### src/rtl/conv_ctrl_pkg.sv
// Shared types and helpers for the convolution output controller.
//   conv_state_e : controller states (IDLE, ISSUE, DRAIN)
//   trk_flags_t  : per-stage tracker flags; the lane mask is stored beside it
//                  because its width depends on the instantiating LANES value
//   norm_stride  : maps a raw stride of 0 to 1
package conv_ctrl_pkg;

    typedef enum logic [1:0] {
        IDLE,
        ISSUE,
        DRAIN
    } conv_state_e;

    typedef struct packed {
        logic valid;
        logic last;
    } trk_flags_t;

    function automatic logic [1:0] norm_stride(input logic [1:0] s);
        return (s == 2'd0) ? 2'd1 : s;
    endfunction

endpackage

### src/rtl/pline_valid_tracker.sv
// Occupancy tracker that mirrors the MAC pipeline: one entry per stage,
// shifting by one on each enabled cycle. The last stage is the pipeline head.
//   clk, reset        : clock, asynchronous active-high reset
//   i_en              : pipeline advance enable
//   i_inj_valid/mask/last : entry written into stage 0 on advance
//   o_head_valid/mask/last: entry currently at the pipeline output
module pline_valid_tracker
    import conv_ctrl_pkg::*;
#(
    parameter int unsigned PLINE_STAGES = 5,
    parameter int unsigned LANES        = 2
) (
    input  logic             clk,
    input  logic             reset,
    input  logic             i_en,
    input  logic             i_inj_valid,
    input  logic [LANES-1:0] i_inj_mask,
    input  logic             i_inj_last,
    output logic             o_head_valid,
    output logic [LANES-1:0] o_head_mask,
    output logic             o_head_last
);

    trk_flags_t       r_flags [PLINE_STAGES];
    logic [LANES-1:0] r_mask  [PLINE_STAGES];

    // No enable means no movement, so a stalled head keeps its payload.
    always_ff @(posedge clk or posedge reset) begin
        if (reset) begin
            for (int i = 0; i < PLINE_STAGES; i++) begin
                r_flags[i] <= '0;
                r_mask[i]  <= '0;
            end
        end else if (i_en) begin
            r_flags[0] <= '{valid: i_inj_valid, last: i_inj_last};
            r_mask[0]  <= i_inj_mask;
            for (int i = 1; i < PLINE_STAGES; i++) begin
                r_flags[i] <= r_flags[i-1];
                r_mask[i]  <= r_mask[i-1];
            end
        end
    end

    assign o_head_valid = r_flags[PLINE_STAGES-1].valid;
    assign o_head_last  = r_flags[PLINE_STAGES-1].last;
    assign o_head_mask  = r_mask[PLINE_STAGES-1];

endmodule

### src/rtl/ctrl_conv_output_ml.sv
// Multi-lane, stride-aware convolution output controller.
// Issues groups of up to LANES windows per pipeline advance, tracks them
// through the MAC pipeline and presents each group on a valid/ready output.
//   clk, reset       : clock, asynchronous active-high reset
//   conv_start       : memories full, convolution may begin (level)
//   stride           : window stride (0 means 1), sampled on start accept
//   m_ready_y        : downstream ready
//   load_xaddr_val   : base X address of the group being issued
//   lane_xaddr       : per-lane X address, zero for inactive lanes
//   en_pline_stages  : advance enable for all MAC pipeline registers
//   m_valid_y/m_lane_mask_y/m_last_y : output group handshake and payload
//   conv_done        : one-cycle pulse after the final group is consumed
module ctrl_conv_output_ml
    import conv_ctrl_pkg::*;
#(
    parameter int unsigned X_MEM_SIZE       = 8,
    parameter int unsigned F_MEM_SIZE       = 4,
    parameter int unsigned X_MEM_ADDR_WIDTH = 3,
    parameter int unsigned F_MEM_ADDR_WIDTH = 2,
    parameter int unsigned PLINE_STAGES     = 5,
    parameter int unsigned LANES            = 2
) (
    input  logic                          clk,
    input  logic                          reset,
    input  logic                          conv_start,
    input  logic [1:0]                    stride,
    input  logic                          m_ready_y,
    output logic [X_MEM_ADDR_WIDTH-1:0]   load_xaddr_val,
    output logic [LANES*X_MEM_ADDR_WIDTH-1:0] lane_xaddr,
    output logic                          en_pline_stages,
    output logic                          m_valid_y,
    output logic [LANES-1:0]              m_lane_mask_y,
    output logic                          m_last_y,
    output logic                          conv_done
);

    // Two guard bits so base + LANES*S never wraps before truncation.
    localparam int unsigned SW   = X_MEM_ADDR_WIDTH + 2;
    localparam int unsigned SPAN = X_MEM_SIZE - F_MEM_SIZE;

    if (F_MEM_SIZE > X_MEM_SIZE) begin : g_bad_fsize
        $error("F_MEM_SIZE must not exceed X_MEM_SIZE");
    end
    if ((1 << F_MEM_ADDR_WIDTH) < F_MEM_SIZE) begin : g_bad_faddr
        $error("F_MEM_ADDR_WIDTH too narrow for F_MEM_SIZE");
    end
    if (PLINE_STAGES < 2) begin : g_bad_stages
        $error("PLINE_STAGES must be at least 2");
    end

    conv_state_e       r_state;
    logic [1:0]        r_stride;
    logic [SW-1:0]     r_base;
    logic [SW-1:0]     r_rem;
    logic              r_done;

    logic [1:0]        w_s;
    logic [SW-1:0]     w_n_out;
    logic [SW-1:0]     w_step;
    logic              w_en;
    logic              w_last_grp;
    logic              w_hs_last;
    logic [LANES-1:0]  w_mask;
    logic [LANES*X_MEM_ADDR_WIDTH-1:0] w_lane_xaddr;
    logic              w_head_valid;
    logic [LANES-1:0]  w_head_mask;
    logic              w_head_last;

    assign w_s        = norm_stride(stride);
    assign w_step     = SW'(LANES) * SW'(r_stride);
    assign w_en       = (r_state != IDLE) && (!w_head_valid || m_ready_y);
    assign w_last_grp = (r_rem <= SW'(LANES));
    assign w_hs_last  = w_head_valid && m_ready_y && w_head_last;

    // Output count per stride; the divisors are constants so no divider is built.
    always_comb begin
        unique case (w_s)
            2'd2:    w_n_out = SW'(SPAN / 2 + 1);
            2'd3:    w_n_out = SW'(SPAN / 3 + 1);
            default: w_n_out = SW'(SPAN + 1);
        endcase
    end

    always_comb begin
        w_mask       = '0;
        w_lane_xaddr = '0;
        for (int k = 0; k < LANES; k++) begin
            w_mask[k] = (SW'(k) < r_rem);
            if (w_mask[k]) begin
                w_lane_xaddr[k*X_MEM_ADDR_WIDTH +: X_MEM_ADDR_WIDTH] =
                    X_MEM_ADDR_WIDTH'(r_base + SW'(k) * SW'(r_stride));
            end
        end
    end

    always_ff @(posedge clk or posedge reset) begin
        if (reset) begin
            r_state  <= IDLE;
            r_stride <= 2'd1;
            r_base   <= '0;
            r_rem    <= '0;
            r_done   <= 1'b0;
        end else begin
            r_done <= 1'b0;
            unique case (r_state)
                IDLE: begin
                    // The done-pulse cycle blocks acceptance, so a held start
                    // restarts one cycle later.
                    if (conv_start && !r_done) begin
                        r_stride <= w_s;
                        r_rem    <= w_n_out;
                        r_base   <= '0;
                        r_state  <= ISSUE;
                    end
                end
                ISSUE: begin
                    if (w_en) begin
                        if (w_last_grp) begin
                            r_state <= DRAIN;
                        end else begin
                            r_base <= r_base + w_step;
                            r_rem  <= r_rem - SW'(LANES);
                        end
                    end
                end
                DRAIN: begin
                    if (w_hs_last) begin
                        r_done  <= 1'b1;
                        r_base  <= '0;
                        r_rem   <= '0;
                        r_state <= IDLE;
                    end
                end
                default: r_state <= IDLE;
            endcase
        end
    end

    pline_valid_tracker #(
        .PLINE_STAGES (PLINE_STAGES),
        .LANES        (LANES)
    ) u_tracker (
        .clk          (clk),
        .reset        (reset),
        .i_en         (w_en),
        .i_inj_valid  (r_state == ISSUE),
        .i_inj_mask   ((r_state == ISSUE) ? w_mask : '0),
        .i_inj_last   ((r_state == ISSUE) && w_last_grp),
        .o_head_valid (w_head_valid),
        .o_head_mask  (w_head_mask),
        .o_head_last  (w_head_last)
    );

    assign load_xaddr_val  = X_MEM_ADDR_WIDTH'(r_base);
    assign lane_xaddr      = w_lane_xaddr;
    assign en_pline_stages = w_en;
    assign m_valid_y       = w_head_valid;
    assign m_lane_mask_y   = w_head_mask;
    assign m_last_y        = w_head_last;
    assign conv_done       = r_done;

endmodule

### config.mk
export PLATFORM = sky130hd
export DESIGN_NAME = ctrl_conv_output_ml
export DESIGN_NICKNAME = d
export VERILOG_FILES = /design/src/rtl/conv_ctrl_pkg.sv /design/src/rtl/pline_valid_tracker.sv /design/src/rtl/ctrl_conv_output_ml.sv
export SDC_FILE = /design/constraint.sdc
export NUM_CORES = 1
export LEC_CHECK = 0
export BUFFER_PORTS_ARGS = -buffer_cell sky130_fd_sc_hd__buf_2
export CORE_ASPECT_RATIO = 0.5
export CORE_MARGIN = 2
export CORE_UTILIZATION = 51
export DETAILED_ROUTE_END_ITERATION = 8
export GPL_TIMING_DRIVEN = 0
export PLACE_DENSITY = 0.74
export SLEW_MARGIN = 20
export SYNTH_ARGS = -nofsm -noshare
export SYNTH_HDL_FRONTEND = slang
export SYNTH_SLANG_ARGS = --single-unit
### constraint.sdc
create_clock -name clk -period 1.72 [get_ports clk]
set_clock_uncertainty 0.2 [all_clocks]
set_input_delay 0.086 -clock clk [delete_from_list [all_inputs] [get_ports clk]]
set_output_delay 0.086 -clock clk [all_outputs]
set_load 0.005 [all_outputs]
# --- Word-level counts from Yosys, hierarchy flattened ---
# Cells that the tools add are included.
word_totals:
  register_bits: 35
  in_bits: 6
  out_inout_bits: 15
  word_cells: 71
classes:
  add_sub_neg: 3
  n_lt_le_gt_ge: 3
  n_eq_ne: 9
  n_mux: 21
  n_reduce_logical: 15
ops:
  columns: ["operator", "n"]
  rows:
  - ["$mux 5", 7]
  - ["$pmux 5 s3", 2]
  - ["$mux 2", 6]
  - ["$lt 1x5->1 const A", 2]
  - ["$ne 2x2->1 const B", 5]
  - ["$eq 2x2->1 const B", 3]
  - ["$mux 3", 2]
  - ["$pmux 2 s3", 1]
  - ["$pmux 3 s2", 1]
  - ["$add 5x3->5", 1]
  - ["$le 5x2->1 const B", 1]
  - ["$logic_and 1x1->1", 5]
  - ["$reduce_and 5->1", 1]
  - ["$sub 5x2->5 const B", 1]
  - ["$logic_not 2->1", 2]
  - ["$reduce_and 4->1", 1]
  - ["$add 3x2->3", 1]
  - ["$reduce_bool 3->1", 1]
  - ["$eq 2x1->1 const B", 1]
  - ["$logic_not 1->1", 2]
  - ["$mux 1", 2]
  - ["$reduce_and 2->1", 1]
  - ["$reduce_bool 2->1", 1]
  - ["$logic_or 1x1->1", 1]

# --- Logic depth before layout (Yosys ltp) ---
# Gate-level depths: netlist (run 1).
logic_depth:
  depth_word: 6
  mapped_depth: 8

# --- Cells and area by module ---
# Synthesis (run 1) repeated with hierarchy kept, for this count alone.
unflattened:
  cells_unflattened: 145
  hier_area_um2: 1766.7
modules_own_cells:
  columns: ["mod", "instances", "cells_per_inst", "area_per_inst_um2", "seq_area_each_um2"]
  rows:
  - ["ctrl_conv_output_ml", 1, 100, 924.6, 301.5]
  - ["pline_valid_tracker", 1, 45, 842.1, 500.5]

# --- Worst setup path after synthesis (run 1) ---
# No wires, ideal clock.
synth_timing:
  path_kind: "register to register"
  start: "reg r_state[0]"
  end: "reg r_rem[1]"
  t_arrival_ns: 1.571
  required_ns: 1.395
  setup_slack_ns: -0.176
  stages_incl_launch_ff: 8
  period_less_slack_ns: 1.896
  cell_sequence: "dfrtp_1 inv_1 ha_1 inv_1 a21bo_2 and3_1 buf_6 mux2_4"
synth_via:
  elab_chain_cells: 4
  elab_cells_between_ends: 12
  classes_between: "eq/ne (6); mux (1); reduce/logical (5)"
synth_lines:
  columns: ["item", "line", "text"]
  rows:
  - ["start: declaration", "ctrl_conv_output_ml.sv:51", "conv_state_e r_state;"]
  - ["start signal: assignment", "ctrl_conv_output_ml.sv:98", "r_state <= IDLE;"]
  - ["start signal: assignment", "ctrl_conv_output_ml.sv:113", "r_state <= ISSUE;"]
  - ["start signal: assignment", "ctrl_conv_output_ml.sv:119", "r_state <= DRAIN;"]
  - ["$reduce_bool 2->1", "ctrl_conv_output_ml.sv:71", "assign w_en = (r_state != IDLE) && (!w_head_valid || m_ready_y);"]
  - ["$logic_and 1x1->1", "ctrl_conv_output_ml.sv:71", null]
  - ["$ne 2x2->1 (no source line)", null, null]
  - ["$reduce_and 5->1 (no source line)", null, null]
  - ["end signal: assignment", "ctrl_conv_output_ml.sv:111", "r_rem <= w_n_out;"]
  - ["end signal: assignment", "ctrl_conv_output_ml.sv:122", "r_rem <= r_rem - SW'(LANES);"]
  - ["end: declaration", "ctrl_conv_output_ml.sv:54", "logic [SW-1:0] r_rem;"]
# Several ways; a longest one is shown, not always the timed one.
# A chain may end at the register's enable or synchronous reset.

# --- Worst setup path in the final report (run 1) ---
layout_timing:
  start: "reg r_state[0]"
  end: "reg r_rem[2]"
# The elaborated chain is that of the path after synthesis.

==> results of run 1 <==
## worst min path at each step
| stage | endpoint | slack, ns | from | cells after the start |
|---|---|---|---|---|
| floorplan | conv_done$_DFF_PP0_ | 0.001 | reset | 1 |
| global placement | r_stride[0]$_DFFE_PP1P_ | 0.15 | stride[0] | 3 |
| detailed placement | u_tracker.o_head_mask[0]$_DFFE_PP0P_ | 0.01 | reset | 2 |
| CTS | r_rem[0]$_DFFE_PP0P_ | 0.02 | stride[1] | 3 |
| global route | r_rem[0]$_DFFE_PP0P_ | 0.06 | stride[1] | 3 |
| finish | r_rem[0]$_DFFE_PP0P_ | 0.04 | stride[1] | 3 |
## cells in the final DEF, fill, tap and decap left out, types with 3 or more instances in the layout
| cell | instances |
|---|---|
| o21ai_0 | 5 |
| buf_6 | 3 |
| buf_4 | 16 |
| nand2_1 | 60 |
| conb_1 | 3 |
| inv_2 | 5 |
| nor2_1 | 4 |
| nand4_1 | 3 |
| ha_4 | 3 |
| ha_1 | 4 |
| inv_1 | 6 |
| dfrtp_1 | 30 |
| clkbuf_8 | 5 |
| buf_2 | 18 |
| dlygate4sd3_1 | 5 |
## per-stage QoR
stage,instances,cell area (um^2),hold slack (ns),util (%)
2_1_floorplan,180,1670,0.00146,-
3_3_place_gp,238,1810,0.145,59.3
3_5_place_dp,238,1810,0.0148,59.3
4_1_cts,259,2080,0.0181,68.3
5_1_grt,264,2200,0.0633,72.2
6_report,264,2200,0.0419,72.2
## synth_stat cells, types with 2 or more instances
library cell,n,area share [%]
nand2_1,62,14
dfrtp_1,31,47
inv_1,13,3.0
ha_1,8,6.1
nor2_1,5,1.1
o21ai_0,5,1.5
a21oi_1,4,1.2
buf_4,4,1.8
clkbuf_1,4,0.91
and3_1,3,1.1
nand4_1,3,1.1
conb_1,2,0.46
mux2_4,2,1.8
mux2i_1,2,1.2
nand2b_1,2,0.76
nor3_1,2,0.61
o22ai_1,2,0.76
## timing repair
item                       4_1_cts  5_1_grt
gates cloned                     0        0
gates resized for setup         18       26
pin swaps                        5       11
setup endpoints to repair       23       29
hold endpoints to repair        34        0
buffers inserted                 8        7
hold buffers                     5        0
## area by class of cell
cell class                      count  area, um^2
Clock buffer                        6        72.6
Clock inverter                      2        35.0
Sequential cell                    32         803
Tap cell                           40        50.0
Inverter                           14        67.6
Fill cell                         211         848
Timing Repair Buffer               38         264
Multi-Input combinational cell    125         860
Buffer                              7        47.5
## metal layers
layer  share of wire [%]  up-vias
met5                   0        -
met1                  43      687
li1                    -      663
met4                 1.9        0
met3                 6.3        7
met2                  49       43
## flip-flops by register name (all words and copies together) (netlist names)
register and cells:
u_tracker.o_head_last 1, u_tracker.o_head_mask 2, r_base 2, r_stride 2, u_tracker.r_flags 8, u_tracker.o_head_valid 1, u_tracker.r_mask 8, r_rem 5
r_state 2, conv_done 1
## kinds of logic (layout without fill, tap and decap cells)
group                    after synthesis  in the layout  synth area share [%]
AND/OR/NAND/NOR                       85             85                  22.2
flip-flops                            32             32                  48.7
buffers and inverters                 23             67                  6.61
AO/OA/AOI/OAI                         21             21                  9.96
adder cells (fa/ha/maj)                9              9                  7.30
multiplexers                           5              5                  3.72
other                                  2              3                 0.456
XOR/XNOR                               2              2                  1.06
## power by group through the flow
stage | Sequential [uW] | Combinational (uW) | Clock [uW]
global placement | 1280 | 1770 | 0
detailed placement | 1290 | 1820 | 0
global route | 1350 | 2720 | 762
finish | 1310 | 2510 | 732
floorplan | 1250 | 1380 | 0
CTS | 1280 | 2120 | 722
## critical path, delay by kind of cell (launching register included)
family	cells	cell delay [ns]
buffers and inverters	1	0.10
adders and majority gates	1	0.18
AOI/OAI and AO/OA	1	0.29
muxes	1	0.31
DFF	1	0.41
and+or+nand+nor	1	0.29
==> results.toml, run 1 <==
[detailed_routing]
vias = 1400
dr.first_iter.drc_count = 70
drtAntennaViolNets = 0
drt-total-wl_um = 4020
wire_per_inst_um = 15.2
drt_drc_violations_left = 0
vias_per_cell = 5.30
drt-pass1-iter-count = 4

[worst_setup_path]
critPathMaxStageDelay_ns = 0.41
r2r_cells = 5
reg2reg_slack_ns = -0.17
start_kind = "flip-flop"
critical_path.endpoint = "r_rem[2]$_DFFE_PP0P_"
path_class = "reg2reg"
cp.required_ns = 1.70
end_kind = "flip-flop"
cp-startpoint = "r_state[0]$_DFFE_PP0P_"
crit_path_cell_trace = "inv_2 > ha_4 > a221oi_4 > and3_4 > mux2_4"
crit_arrival_ns = 1.88
crit_fanout = 6
r2r-end = "r_rem[2]$_DFFE_PP0P_"
crit_slowest_cell = "dfrtp_1"
r2r_start = "r_state[0]$_DFFE_PP0P_"

[final_layout]
syn_to_final_growth_pct = 33.6
n_antenna_cell = 0
drive_gt1_share_pct = 36.6
nets = 238

[clocking]
clkTransAtPathRegs_ns = 0.07
cts_made_buffers = 5
htreeDepth = 2
cts_tree = "yes"
clock-sinks = 32
root_buffer = "clkbuf_8"
cts.path.max_buffers = 2
clkLatencyLatePin_ns = 0.29

[min_path]
min_path_type = "in2reg"

[placement]
portBuffers = 18
gp_congestion = 0.857
dp_slack_ns = -0.283
post-dp-hpwl_um = 2180

[pwr]
power.sequential.fraction_pct = 28.8
power_uw = 4560
pwr-share-comb_pct = 55.1
swShare_pct = 40.6
leakagePower_uw = 0.00112
pwr_density_cell_nw_per_um2 = 2070
vdd.ir_drop.worst_mv = 1.27
p_clk_share_pct = 16.1
p_int_uw = 2710
p_switching_uw = 1850

[sta]
period_minus_slack_ns = 1.89
slew_violations = 0
slew-limit-headroom_pct = 56.2
finalCritPeriodShare_pct = 110
rsz0062_at_grt = "yes"
fin_ws_ns = -0.173
setup_viol = 10
hold_violations = 0
max_freq_mhz = 528
worstMarginPinSlew_ns = 0.656
fin_tns_setup_ns = -0.779

[grt]
grt_pass1_vias = 1355
grt_overflow = 0
gr-usage-met1_pct = 24.1
antenna_found_initial = 0
grt_max_degree = 33
busiest_layer = "met2"
grt_use_total_pct = 21.0
grt_use_met2_pct = 37.1
grt_pass1_wl_um = 5930
gr-usage-met3_pct = 6.90

[job]
drv_cap = 0

[yosys]
syn_area_um2 = 1650
avgSynthCellArea_um2 = 9.20
yosys_warnings = 0
synth-seq-cells = 32
synth_flop_cell = "dfrtp_1"
syn_inst = 179
synth-edff-count = 0
ys_seq_area_share_pct = 48.7
yosysUniqueCellTypes = 42
async_reset_ff_share_pct = 100

[floorplanning]
fp.dieW_um = 84.4
die_area_um2 = 3730
die_h_um = 44.2
rows = 14
core_um2 = 3050
start_util_pct = 54.0
io_pins = 21

[status]
violations = "setup timing"
status = "complete, but fails checks"
No activity file was read; power rests on OpenSTA's default activity.
==> run 2: changes to the inputs <==
- CORE_MARGIN: 2 -> 3
- REMOVE_ABC_BUFFERS: not set -> 1
- SKIP_LAST_GASP: not set -> 1
==> run 2 against run 1 <==
Effect of this change:
- worst setup slack got worse by 0.061 ns
- routed wire length grew 3.2%
- the flow still finishes with violations (setup timing)
- first-iteration DRC count rose by 110%
- die area grew 7.0%
- utilization is 5.3 points higher
==> results.toml, run 2 (same netlist as run 1, synthesis figures left out) <==
[status]
status = "complete, but fails checks"
violations = "setup timing"

[detailed_routing]
vias = 1422
drtAntennaViolNets = 0
vias_per_cell = 5.51
drt-pass1-iter-count = 4
drt-total-wl_um = 4150
wire_per_inst_um = 16.1
dr.first_iter.drc_count = 147
drt_drc_violations_left = 0

[floorplanning]
core_um2 = 2830
rows = 13
start_util_pct = 58.2
die_h_um = 46.2
die_area_um2 = 3990
fp.dieW_um = 86.4
io_pins = 21

[worst_setup_path]
crit_arrival_ns = 1.94
start_kind = "flip-flop"
crit_fanout = 6
cp-startpoint = "r_rem[2]$_DFFE_PP0P_"
path_class = "reg2reg"
cp.required_ns = 1.70
end_kind = "flip-flop"
r2r_start = "r_rem[2]$_DFFE_PP0P_"

[final_layout]
finalNonFillerCells = 258
drive_gt1_share_pct = 37.6
nets = 235
reg_top3 = "u_tracker.r_flags: 8 flops, u_tracker.r_mask: 8 flops, r_rem: 5 flops"
nFillCells = 171
layout_common_cells = "60 x nand2_1, 31 x dfrtp_1, 18 x buf_2"
layout.cells.most_common = "nand2_1"
post-route-util_pct = 77.5
finalInstanceArea_um2 = 2190
n_antenna_cell = 0
syn_to_final_growth_pct = 33.2

[pwr]
p_int_uw = 2720
swShare_pct = 41.2
p_switching_uw = 1900
pwr-share-comb_pct = 55.5
p_clk_share_pct = 16.1
power.sequential.fraction_pct = 28.4
leakagePower_uw = 0.00111
vdd.ir_drop.worst_mv = 1.29
pwr_density_cell_nw_per_um2 = 2110

[placement]
gp_congestion = 0.792
dp_slack_ns = -0.987
post-dp-hpwl_um = 2030
portBuffers = 18
placed_area_um2 = 1730
dp.cells = 226

[sta]
slew_violations = 0
rsz0062_at_grt = "yes"
fin_ws_ns = -0.234
slew-limit-headroom_pct = 56.0
finalCritPeriodShare_pct = 114
max_freq_mhz = 512
period_minus_slack_ns = 1.95
hold_violations = 0
worstMarginPinSlew_ns = 0.659
setup_viol = 12

[clocking]
cts.path.max_buffers = 2
clkTransAtPathRegs_ns = 0.08
clkLatencyLatePin_ns = 0.29
cts_made_buffers = 5
clock-sinks = 32
htreeDepth = 2
root_buffer = "clkbuf_8"
cts_tree = "yes"

[min_path]
min_path_type = "in2reg"
hold_start = "conv_start"

[grt]
grt_pass1_vias = 1259
antenna_found_initial = 0
grt_overflow = 0
grt_pass1_wl_um = 6190
grt_use_total_pct = 20.9
grt_max_degree = 33

[job]
drv_cap = 0
[run 2: power by group through the flow]
stage          Combinational, uW  Sequential, uW  Clock (uW)
2_1_floorplan               1230            1250           0
3_3_place_gp                1590            1280           0
3_5_place_dp                1630            1290           0
4_1_cts                     2120            1280         738
5_1_grt                     2770            1340         781
6_report                    2570            1310         744
[run 2: per-stage QoR]
stage | hold WS [ns] | total power [uW] | setup TNS [ns]
global route | 0.175 | 4880 | -1.92
detailed placement | 0.0175 | 2920 | -20.89
global placement | 0.158 | 2860 | -19.93
floorplan | 0.00146 | 2480 | -9.37
CTS | 0.132 | 4140 | -0.608
finish | 0.149 | 4620 | -1.54
[run 2: critical path, stage by stage, from the launching register on]
cell and delay (ns):
dfrtp_1 0.42, inv_2 0.08, ha_1 0.18, nor2b_2 0.17, o211ai_2 0.21, and3_4 0.27
mux2_4 0.31
[run 2: final timing paths]
path / end / slack (ns) / depth (start not counted)
worst max-delay path: r_rem[2]$_DFFE_PP0P_ / -0.23 / 6
worst min-delay path: r_stride[0]$_DFFE_PP1P_ / 0.15 / 4
worst max register to register: r_rem[2]$_DFFE_PP0P_ / -0.23 / 6
worst min register to register: u_tracker.o_head_mask[1]$_DFFE_PP0P_ / 0.27 / 2
max in group asynchronous: u_tracker.o_head_mask[1]$_DFFE_PP0P_ / 0.66 / 3
min in group asynchronous: r_base[1]$_DFFE_PP0P_ / 0.23 / 3
[run 2: area by class of cell]
class,instances,area [um^2],area share [%]
Inverter,14,67.6,3.08
Clock buffer,5,68.8,3.14
Timing Repair Buffer,41,279,12.7
Multi-Input combinational cell,126,887,40.4
Clock inverter,3,42.5,1.94
Sequential cell,32,802,36.6
Tap cell,37,46.3,2.11
[run 2: layer usage]
metal	global-route usage, %	wire [um]
met3	6.07	347
met2	33.1	1870
met4	9.01	82
met5	0	0
met1	27.2	1850
[run 2: repair_timing]
action | in CTS | in global routing
hold buffers | 5 | 0
endpoints found under the setup margin | 34 | 16
hold endpoints to repair | 34 | 0
gates resized for setup | 25 | 17
setup buffers | 12 | 6
pin swaps | 7 | 5
cloned | 1 | 0
